==> src/rtl/tia_horiz_counter.sv <==
// TIA horizontal timing: phi1/phi2 phase generator, 57-state polynomial line
// counter, horizontal event decodes and the HSYNC/HBLANK level latches.
module tia_horiz_counter (
   input  logic       clk,
   input  logic       rl,
   input  logic       rsyn,
   input  logic       hmove,
   output logic       phi1,
   output logic       phi2,
   output logic [5:0] count,
   output logic       shb,
   output logic       shs,
   output logic       rhs,
   output logic       rcb,
   output logic       rhb,
   output logic       lrhb,
   output logic       cnt,
   output logic       res,
   output logic       hsync,
   output logic       hblank
);

   localparam int unsigned CW = 6;
   localparam int unsigned PW = 2;

   // One step of the line polynomial counter.
   function automatic logic [CW-1:0] lfsr_step(input logic [CW-1:0] c);
      return {c[CW-2:0], ~(c[CW-1] ^ c[CW-2])};
   endfunction

   // Code reached n steps after the all-zero reset code.
   function automatic logic [CW-1:0] code_at(input int unsigned n);
      logic [CW-1:0] c;
      c = '0;
      for (int unsigned i = 0; i < n; i++) c = lfsr_step(c);
      return c;
   endfunction

   localparam logic [CW-1:0] C_SHB  = code_at(0);
   localparam logic [CW-1:0] C_SHS  = code_at(4);
   localparam logic [CW-1:0] C_RHS  = code_at(8);
   localparam logic [CW-1:0] C_RCB  = code_at(12);
   localparam logic [CW-1:0] C_RHB  = code_at(16);
   localparam logic [CW-1:0] C_LRHB = code_at(18);
   localparam logic [CW-1:0] C_CNT  = code_at(36);
   localparam logic [CW-1:0] C_RES  = code_at(56);

   logic [PW-1:0] ph;
   logic          late;

   // Event decodes straight off the registered counter.
   assign shb  = (count == C_SHB);
   assign shs  = (count == C_SHS);
   assign rhs  = (count == C_RHS);
   assign rcb  = (count == C_RCB);
   assign rhb  = (count == C_RHB);
   assign lrhb = (count == C_LRHB);
   assign cnt  = (count == C_CNT);
   assign res  = (count == C_RES);

   always_ff @(posedge clk) begin
      if (!rl) begin
         ph     <= '0;
         count  <= '0;
         phi1   <= 1'b0;
         phi2   <= 1'b0;
         hsync  <= 1'b0;
         hblank <= 1'b1;
         late   <= 1'b0;
      end else if (rsyn) begin
         ph     <= '0;
         count  <= '0;
         phi1   <= 1'b0;
         phi2   <= 1'b0;
         hsync  <= 1'b0;
         hblank <= 1'b1;
         late   <= late | hmove;
      end else begin
         ph   <= ph + PW'(1);
         phi1 <= (ph == PW'(0));
         phi2 <= (ph == PW'(2));

         // Advance at the end of phi2; the last code of the line wraps to zero.
         if (ph == PW'(3))
            count <= (count == C_RES) ? '0 : lfsr_step(count);

         // Levels latch at the end of phi1.
         if (ph == PW'(1)) begin
            if (count == C_SHB) hblank <= 1'b1;
            if (count == C_SHS) hsync  <= 1'b1;
            if (count == C_RHS) hsync  <= 1'b0;
            if (count == C_RHB && !late && !hmove) hblank <= 1'b0;
            if (count == C_LRHB) hblank <= 1'b0;
         end

         // A set from hmove beats the late-HBLANK clear on the same edge.
         if (hmove)
            late <= 1'b1;
         else if (ph == PW'(1) && count == C_LRHB)
            late <= 1'b0;
      end
   end

endmodule

==> config.mk <==
export PLATFORM = sky130hd
export DESIGN_NAME = tia_horiz_counter
export DESIGN_NICKNAME = d
export VERILOG_FILES = /design/src/rtl/tia_horiz_counter.sv
export SDC_FILE = /design/constraint.sdc
export NUM_CORES = 1
export LEC_CHECK = 0
export CELL_PAD_IN_SITES_DETAIL_PLACEMENT = 2
export CELL_PAD_IN_SITES_GLOBAL_PLACEMENT = 2
export CORE_MARGIN = 2
export CORE_UTILIZATION = 27
export CTS_BUF_LIST = sky130_fd_sc_hd__clkbuf_4 sky130_fd_sc_hd__clkbuf_8
export DETAILED_ROUTE_END_ITERATION = 8
export PLACE_DENSITY_LB_ADDON = 0.1
export RECOVER_POWER = 100
export SLEW_MARGIN = 20
export SYNTH_ARGS = -nofsm -noshare
export SYNTH_HDL_FRONTEND = slang
export SYNTH_SLANG_ARGS = --single-unit
==> constraint.sdc <==
create_clock -name clk -period 1.4 [get_ports clk]
set_input_delay 0.28 -clock clk [delete_from_list [all_inputs] [get_ports clk]]
set_output_delay 0.28 -clock clk [all_outputs]
set_load 0.01 [all_outputs]
==> metrics.md, run 1 <==
| Metric | Value |
|---|---|
| CP startpoint kind | `flip-flop` |
| Fin Clk Skew | `0.00186 ns` |
| CTS tree | `yes` |
| Final nets | `141` |
| Yosys top cell by area | `dfxtp_1` |
| Dpl cells | `146` |
| Gr usage total | `0.197` |
| Yosys warnings | `0` |
| Die Y | `54.9 um` |
| Hold WC Path Type | `flip-flop to flip-flop` |
| Clock Tree Root | `clkbuf_4` |
| Port Buffer Count | `21` |
| Post-synthesis sequential area ratio | `0.373` |
| Outcome | `finished with violations` |
| Slew Limit Fails | `0` |
| Pwr Density | `541 nW/um^2` |
| MaxCap Viol Count | `0` |
| Leak Pwr | `0.609 nW` |
| Hold wc startpoint | `hsync` |
| Placement Cell Area | `1090 um^2` |
| CTS H-tree lvls | `1` |
| DR pass1 iterations | `5` |
| Post-Syn Nets | `86` |
| Antenna Nets Post-Route | `0` |
| Slack of the worst reg-to-reg path | `0 ns` |
| Power Total | `0.682 mW` |
| Hold Path Sink | `hsync` |
| R2r endpoint | `count[5]` |
| Area grow syn2layout | `80.6%` |
| Routed WL | `2950 um` |
| DP Worst Slack | `-0.428 ns` |
| Critical Path AT | `1.37 ns` |
| Final Cycle Share | `1.18` |
| Commonest non-fill, non-tap cell in the layout | `buf_4` |
| Yosys top cell area share | `0.373` |
| Syn_area_per_cell | `9.19 um^2` |
| First-pass GRT wire length | `4080 um` |
| 1st-iter DRT viols | `14` |
| Hold Path Stages | `1` |
| Core area | `2450 um^2` |
| RePlAce Congestion | `0.755` |
| Number of clock sinks | `13` |
| # fillers | `247` |
| CP required | `1.12 ns` |
| Synthesized flop and latch total | `13` |
| Peak supply drop | `0.000387 V` |
| Dpl hpwl | `1720 um` |
| Failing checks | `setup timing` |
| Worst-Margin Slew | `0.334 ns` |
| M1 WL | `1280 um` |
| RSZ-0062 raised after global routing | `true` |
| Clock Tree Buf Depth | `2` |
| Setup violators final | `8` |
| Vias/cell | `4.86` |
| Critical Setup Path Class | `flip-flop to output port` |
| TritonCTS buffer count | `3` |
| Die Area | `3010 um^2` |
| RR Startpoint | `ph[0]` |
| # diodes | `0` |
| Vias | `777` |
| Post-route minimum period | `1.65 ns` |
| Setup crit start | `count[4]` |
| Initial antenna violation count | `0` |
| Drt drc | `0` |
| Routed met3 length | `87 um` |
| Gr ovfl total | `0` |
| Clock Latency Late Sink | `0.27 ns` |
| Largest net degree at the start of global routing | `10` |
| Share of cells above drive strength 1 | `0.500` |
| Hold Violations, Final | `0` |
| Initial Util | `0.284` |
| Vias in the first global route | `792` |
| FF-to-FF path depth | `4` |
| Final Instance Area | `1260 um^2` |
| # rows | `18` |
| Met2 WL | `1530 um` |
| Die Span X | `54.9 um` |
| Mapped Area | `698 um^2` |
| Worst-path clk slew | `0.08 ns` |
| Synth top area cells | `dfxtp_1, ha_1, nor2_1` |
| Ports | `22` |
| Wire length per cell | `18.4 um` |
| Library cells used by synthesis | `29` |
| Top layer used by detailed routing | `met4` |
| Critical Path Fanout Max | `3` |
| Setup crit end kind | `output port` |
| Max-slew headroom | `0.778` |
| Fmax | `607 MHz` |
| Cells after synthesis | `76` |
| Setup ws final | `-0.248 ns` |
| Most frequent cells in the layout | `buf_4, dlygate4sd2_1, dfxtp_1, buf_2` |
| Fin cells | `160` |
| Setup TNS | `-1.57 ns` |
==> layer usage <==
layer	GRT usage	vias to the layer above
met4	0.0750	0
met1	0.258	385
li1	-	369
met2	0.333	17
met3	0.0164	6
met5	0	-
==> critical path, stage by stage, from the launching register on <==
cell and delay, ns:
dfxtp_4 0.37, buf_4 0.14, buf_6 0.11, ha_4 0.16, and4b_1 0.18, buf_2 0.14
==> final cells by class <==
class                      count  area, um^2  share of cell area
inverter                       6        25.0              0.0198
timing repair buffer          53         400               0.317
tap                           30        37.5              0.0298
clock buffer                   4        30.0              0.0238
multi-input combinational     54         488               0.387
sequential                    13         280               0.222
==> cell usage after synthesis <==
| master | number |
|---|---|
| dfxtp_1 | 13 |
| nor3b_1 | 2 |
| inv_1 | 6 |
| a21oi_1 | 2 |
| and2_1 | 4 |
| buf_2 | 2 |
| nor2b_1 | 3 |
| and2b_1 | 1 |
| or3_1 | 1 |
| a221oi_1 | 1 |
| o211a_1 | 1 |
| nand3_1 | 1 |
| o21ai_0 | 2 |
| nand2b_1 | 2 |
| o2111a_1 | 1 |
| nand3b_4 | 1 |
| and4_1 | 1 |
| mux2i_1 | 3 |
| a2111oi_2 | 1 |
| nor2_1 | 9 |
| nor4bb_1 | 1 |
| a31oi_1 | 1 |
| o21ai_1 | 1 |
| nor3_1 | 5 |
| buf_6 | 1 |
| nand2_1 | 2 |
| ha_1 | 6 |
| nand3b_1 | 1 |
| and4b_1 | 1 |
==> metrics by stage <==
step	hold slack, ns	util
after floorplan	0.418	-
after global placement	0.446	0.446
after detailed placement	0.462	0.446
after CTS	0.484	0.499
after global routing	0.533	0.514
final	0.505	0.514
==> kinds of logic (layout without fill, tap and decap cells) <==
family,after synthesis,count (layout),synth area share
AOI/OAI and AO/OA,10,10,0.109
muxes,3,3,0.0430
DFF,13,13,0.373
buffers and inverters,9,63,0.0627
adders and majority gates,6,6,0.108
and+or+nand+nor,35,35,0.305
==> worst max-delay path by stage <==
| stage | end | slack [ns] | depth (start not counted) |
|---|---|---|---|
| floorplan | shb | 0.08 | 4 |
| global placement | shb | -0.35 | 5 |
| detailed placement | shb | -0.43 | 5 |
| CTS | res | -0.20 | 5 |
| global route | res | -0.31 | 5 |
| finish | rcb | -0.25 | 5 |
==> power by group <==
part / switching, mW / internal [mW] / total, mW / leakage (nW)
sequential: 0.00562 / 0.367 / 0.373 / 0.110
combinational: 0.0294 / 0.0246 / 0.0540 / 0.480
clock: 0.126 / 0.130 / 0.255 / 0.0184
total: 0.161 / 0.521 / 0.682 / 0.609
==> sequential cells by signal (all words and copies together) (netlist names) <==
signal / count
phi1: 1
late: 1
phi2: 1
ph: 2
count: 6
hsync: 1
hblank: 1
==> what timing repair did <==
item | in CTS | in global routing
buffers inserted | 8 | 2
pin swaps | 7 | 6
hold buffers | 0 | 0
resized for setup | 68 | 10
setup endpoints to repair | 21 | 11
Note: power is estimated with default switching activity, not from simulation.
==> inputs of run 2 (changes only) <==
- SETUP_SLACK_MARGIN: default -> 0.3
- SLEW_MARGIN: 20 -> default
==> metrics.md, run 2 (synthesis results as in run 1) <==
| Metric | Value |
|---|---|
| Final Instance Area | `1450 um^2 (+15%)` |
| Setup crit start | `count[5]` |
| Comb pwr share | `0.100 (+0.021)` |
| Switching part of the total | `0.289 (+0.0531)` |
| Die Area | `3010 um^2 (unchanged)` |
| Fin cells | `166 (+3.8%)` |
| Dpl hpwl | `1680 um (-2.2%)` |
| Post-route minimum period | `1.79 ns (+0.147 ns)` |
| RSZ-0062 raised after global routing | `true` |
| MaxCap Viol Count | `0 (unchanged)` |
| Gr usage total | `0.239 (+0.0417)` |
| RePlAce Congestion | `0.748 (-0.87%)` |
| Fin Clk Skew | `0.0197 ns (+0.0179 ns)` |
| Final nets | `147 (+4.3%)` |
| Sw Pwr | `0.216 mW (+34%)` |
| Hold_buf cts | `0 (unchanged)` |
| Setup TNS | `-1.92 ns (-0.347 ns)` |
| Slew Limit Fails | `0 (unchanged)` |
| CP startpoint kind | `flip-flop` |
| Area grow syn2layout | `107%` |
| FF-to-FF path depth | `5 (+1)` |
| Outcome | `finished with violations` |
| Hold Violations, Final | `0 (unchanged)` |
| Routed WL | `4280 um (+45%)` |
| Share of cells above drive strength 1 | `0.713 (+0.213)` |
| Most frequent cells in the layout | `buf_6, buf_4, buf_2` |
| Fmax | `557 MHz (-8.2%)` |
| # diodes | `0 (unchanged)` |
| Worst-Margin Slew | `0.328 ns (-0.00596 ns)` |
| Antenna Nets Post-Route | `0 (unchanged)` |
| # rows | `18 (unchanged)` |
| Wire length per cell | `25.8 um (+40%)` |
| Setup crit end kind | `output port` |
| Worst-path clk slew | `0.12 ns (+0.04 ns)` |
| Drt drc | `0 (unchanged)` |
| Core area | `2450 um^2 (unchanged)` |
| Critical Path AT | `1.51 ns (+0.14 ns)` |
| RR Startpoint | `count[0]` |
| Placement Cell Area | `1110 um^2 (+1.7%)` |
| Leak Pwr | `0.684 nW (+12%)` |
| Port Buffer Count | `21 (unchanged)` |
| Critical Path Fanout Max | `6 (+3)` |
| First-pass GRT wire length | `4710 um (+15%)` |
| Slack of the worst reg-to-reg path | `0.02 ns (+0.02 ns)` |
| Die Span X | `54.9 um (unchanged)` |
| Sequential power share | `0.501 (-0.045)` |
| Internal power | `0.531 mW (+1.9%)` |
| Die Y | `54.9 um (unchanged)` |
| CP required | `1.12 ns (about the same)` |
| DR pass1 iterations | `4 (-1)` |
| CP Capture Point | `res` |
| Ports | `22 (unchanged)` |
| # fillers | `236 (-4.5%)` |
| CTS tree | `yes` |
| Initial antenna violation count | `0 (unchanged)` |
| Number of clock sinks | `13 (unchanged)` |
| 1st-iter DRT viols | `9 (-5)` |
| Slowest cell on the critical path | `dfxtp_2` |
| Hold WC Path Type | `input pin to flip-flop` |
| Clk pwr share | `0.399 (+0.025)` |
| Vias | `868 (+12%)` |
| Max reg flops | `6 (unchanged)` |
| Final Cycle Share | `1.28 (+0.105)` |
| CTS H-tree lvls | `1 (unchanged)` |
| Clock Tree Root | `clkbuf_4` |
| Worst-path cell chain | `inv_2 -> ha_4 -> nand3b_1 -> nor3b_2 -> buf_2` |
| Most flop-heavy register | `count` |
| Peak supply drop | `0.000439 V (+14%)` |
| Vias/cell | `5.23 (+7.7%)` |
| Failing checks | `setup timing` |
| Clock Latency Late Sink | `0.31 ns (+0.04 ns)` |
| R2r endpoint | `hsync` |
| Critical Setup Path Class | `flip-flop to output port` |
| Largest regs | `count (6), ph (2)` |
| Clock Tree Buf Depth | `2 (unchanged)` |
| Dpl cells | `142 (-2.7%)` |
| Slowest Stage Delay on Critical Path | `0.36 ns (about the same)` |
| Max-slew headroom | `0.779 (+0.000993)` |
| Power Total | `0.747 mW (+9.5%)` |
| TritonCTS buffer count | `3 (unchanged)` |
| Setup violators final | `9 (+1)` |
| Largest net degree at the start of global routing | `11 (+1)` |
| DP Worst Slack | `-0.326 ns (+0.103 ns)` |
| Pwr Density | `517 nW/um^2 (-4.4%)` |
| Gr ovfl total | `0 (unchanged)` |
| Initial Util | `0.284 (unchanged)` |
| Vias in the first global route | `844 (+6.6%)` |
| Setup ws final | `-0.394 ns (-0.147 ns)` |
run 2: changes by cell type in the layout (fill, tap and decap cells not counted), sizes merged:
cell and change:
buf +18, clkbuf -3, clkdlybuf4s50 -1, dlymetal6s2s +1, dlygate4sd2 -9
run 2: power by group through the flow:
stage / registers [mW] / clock network [mW] / logic [mW]
after floorplan: 0.388 / 0 / 0.0212
after global placement: 0.387 / 0 / 0.0526
after detailed placement: 0.387 / 0 / 0.0543
after CTS: 0.373 / 0.277 / 0.0607
after global routing: 0.375 / 0.305 / 0.0786
final: 0.374 / 0.298 / 0.0744
run 2: worst min path at each step:
stage / slack [ns] / end / cells past startpoint / startpoint
2_1_floorplan: 0.42 / late / 2 / rl
3_3_place_gp: 0.48 / hsync / 1 / hsync
3_5_place_dp: 0.50 / hsync / 1 / hsync
4_1_cts: 0.50 / hsync / 1 / hsync
5_1_grt: 0.43 / late / 3 / rl
6_report: 0.40 / late / 3 / rl
run 2: final cells by class:
cell class	count	area [um^2]	area share
multi-input cells	54	551	0.381
repair buffers	59	514	0.356
flip-flops and latches	13	288	0.199
well taps	30	37.5	0.0260
clock buffers	4	30.0	0.0208
inverters	6	25.0	0.0173
run 2: repair_timing:
action,in CTS,in global routing
endpoints found under the setup margin,27,28
setup buffers,8,12
pin swaps,7,12
gates resized for setup,104,28
run 2: metrics by stage:
step,utilization,hold WS (ns)
final,0.589,0.401
after detailed placement,0.454,0.497
after floorplan,-,0.418
after global routing,0.589,0.425
after global placement,0.454,0.482
after CTS,0.530,0.501
run 2: routing by layer:
metal | global-route usage | up-vias | wire, um
li1 | - | 386 | -
met1 | 0.282 | 438 | 1740
met2 | 0.444 | 33 | 2270
met3 | 0.0301 | 11 | 152
met4 | 0.0667 | 0 | 113
met5 | 0 | - | 0
run 2: worst max-delay path: cells and delay by family (launching register included):
family                   cells  cell delay, ns
adder cells (fa/ha/maj)      1            0.18
flip-flops                   1            0.36
AND/OR/NAND/NOR              2            0.41
buffers and inverters        2            0.26
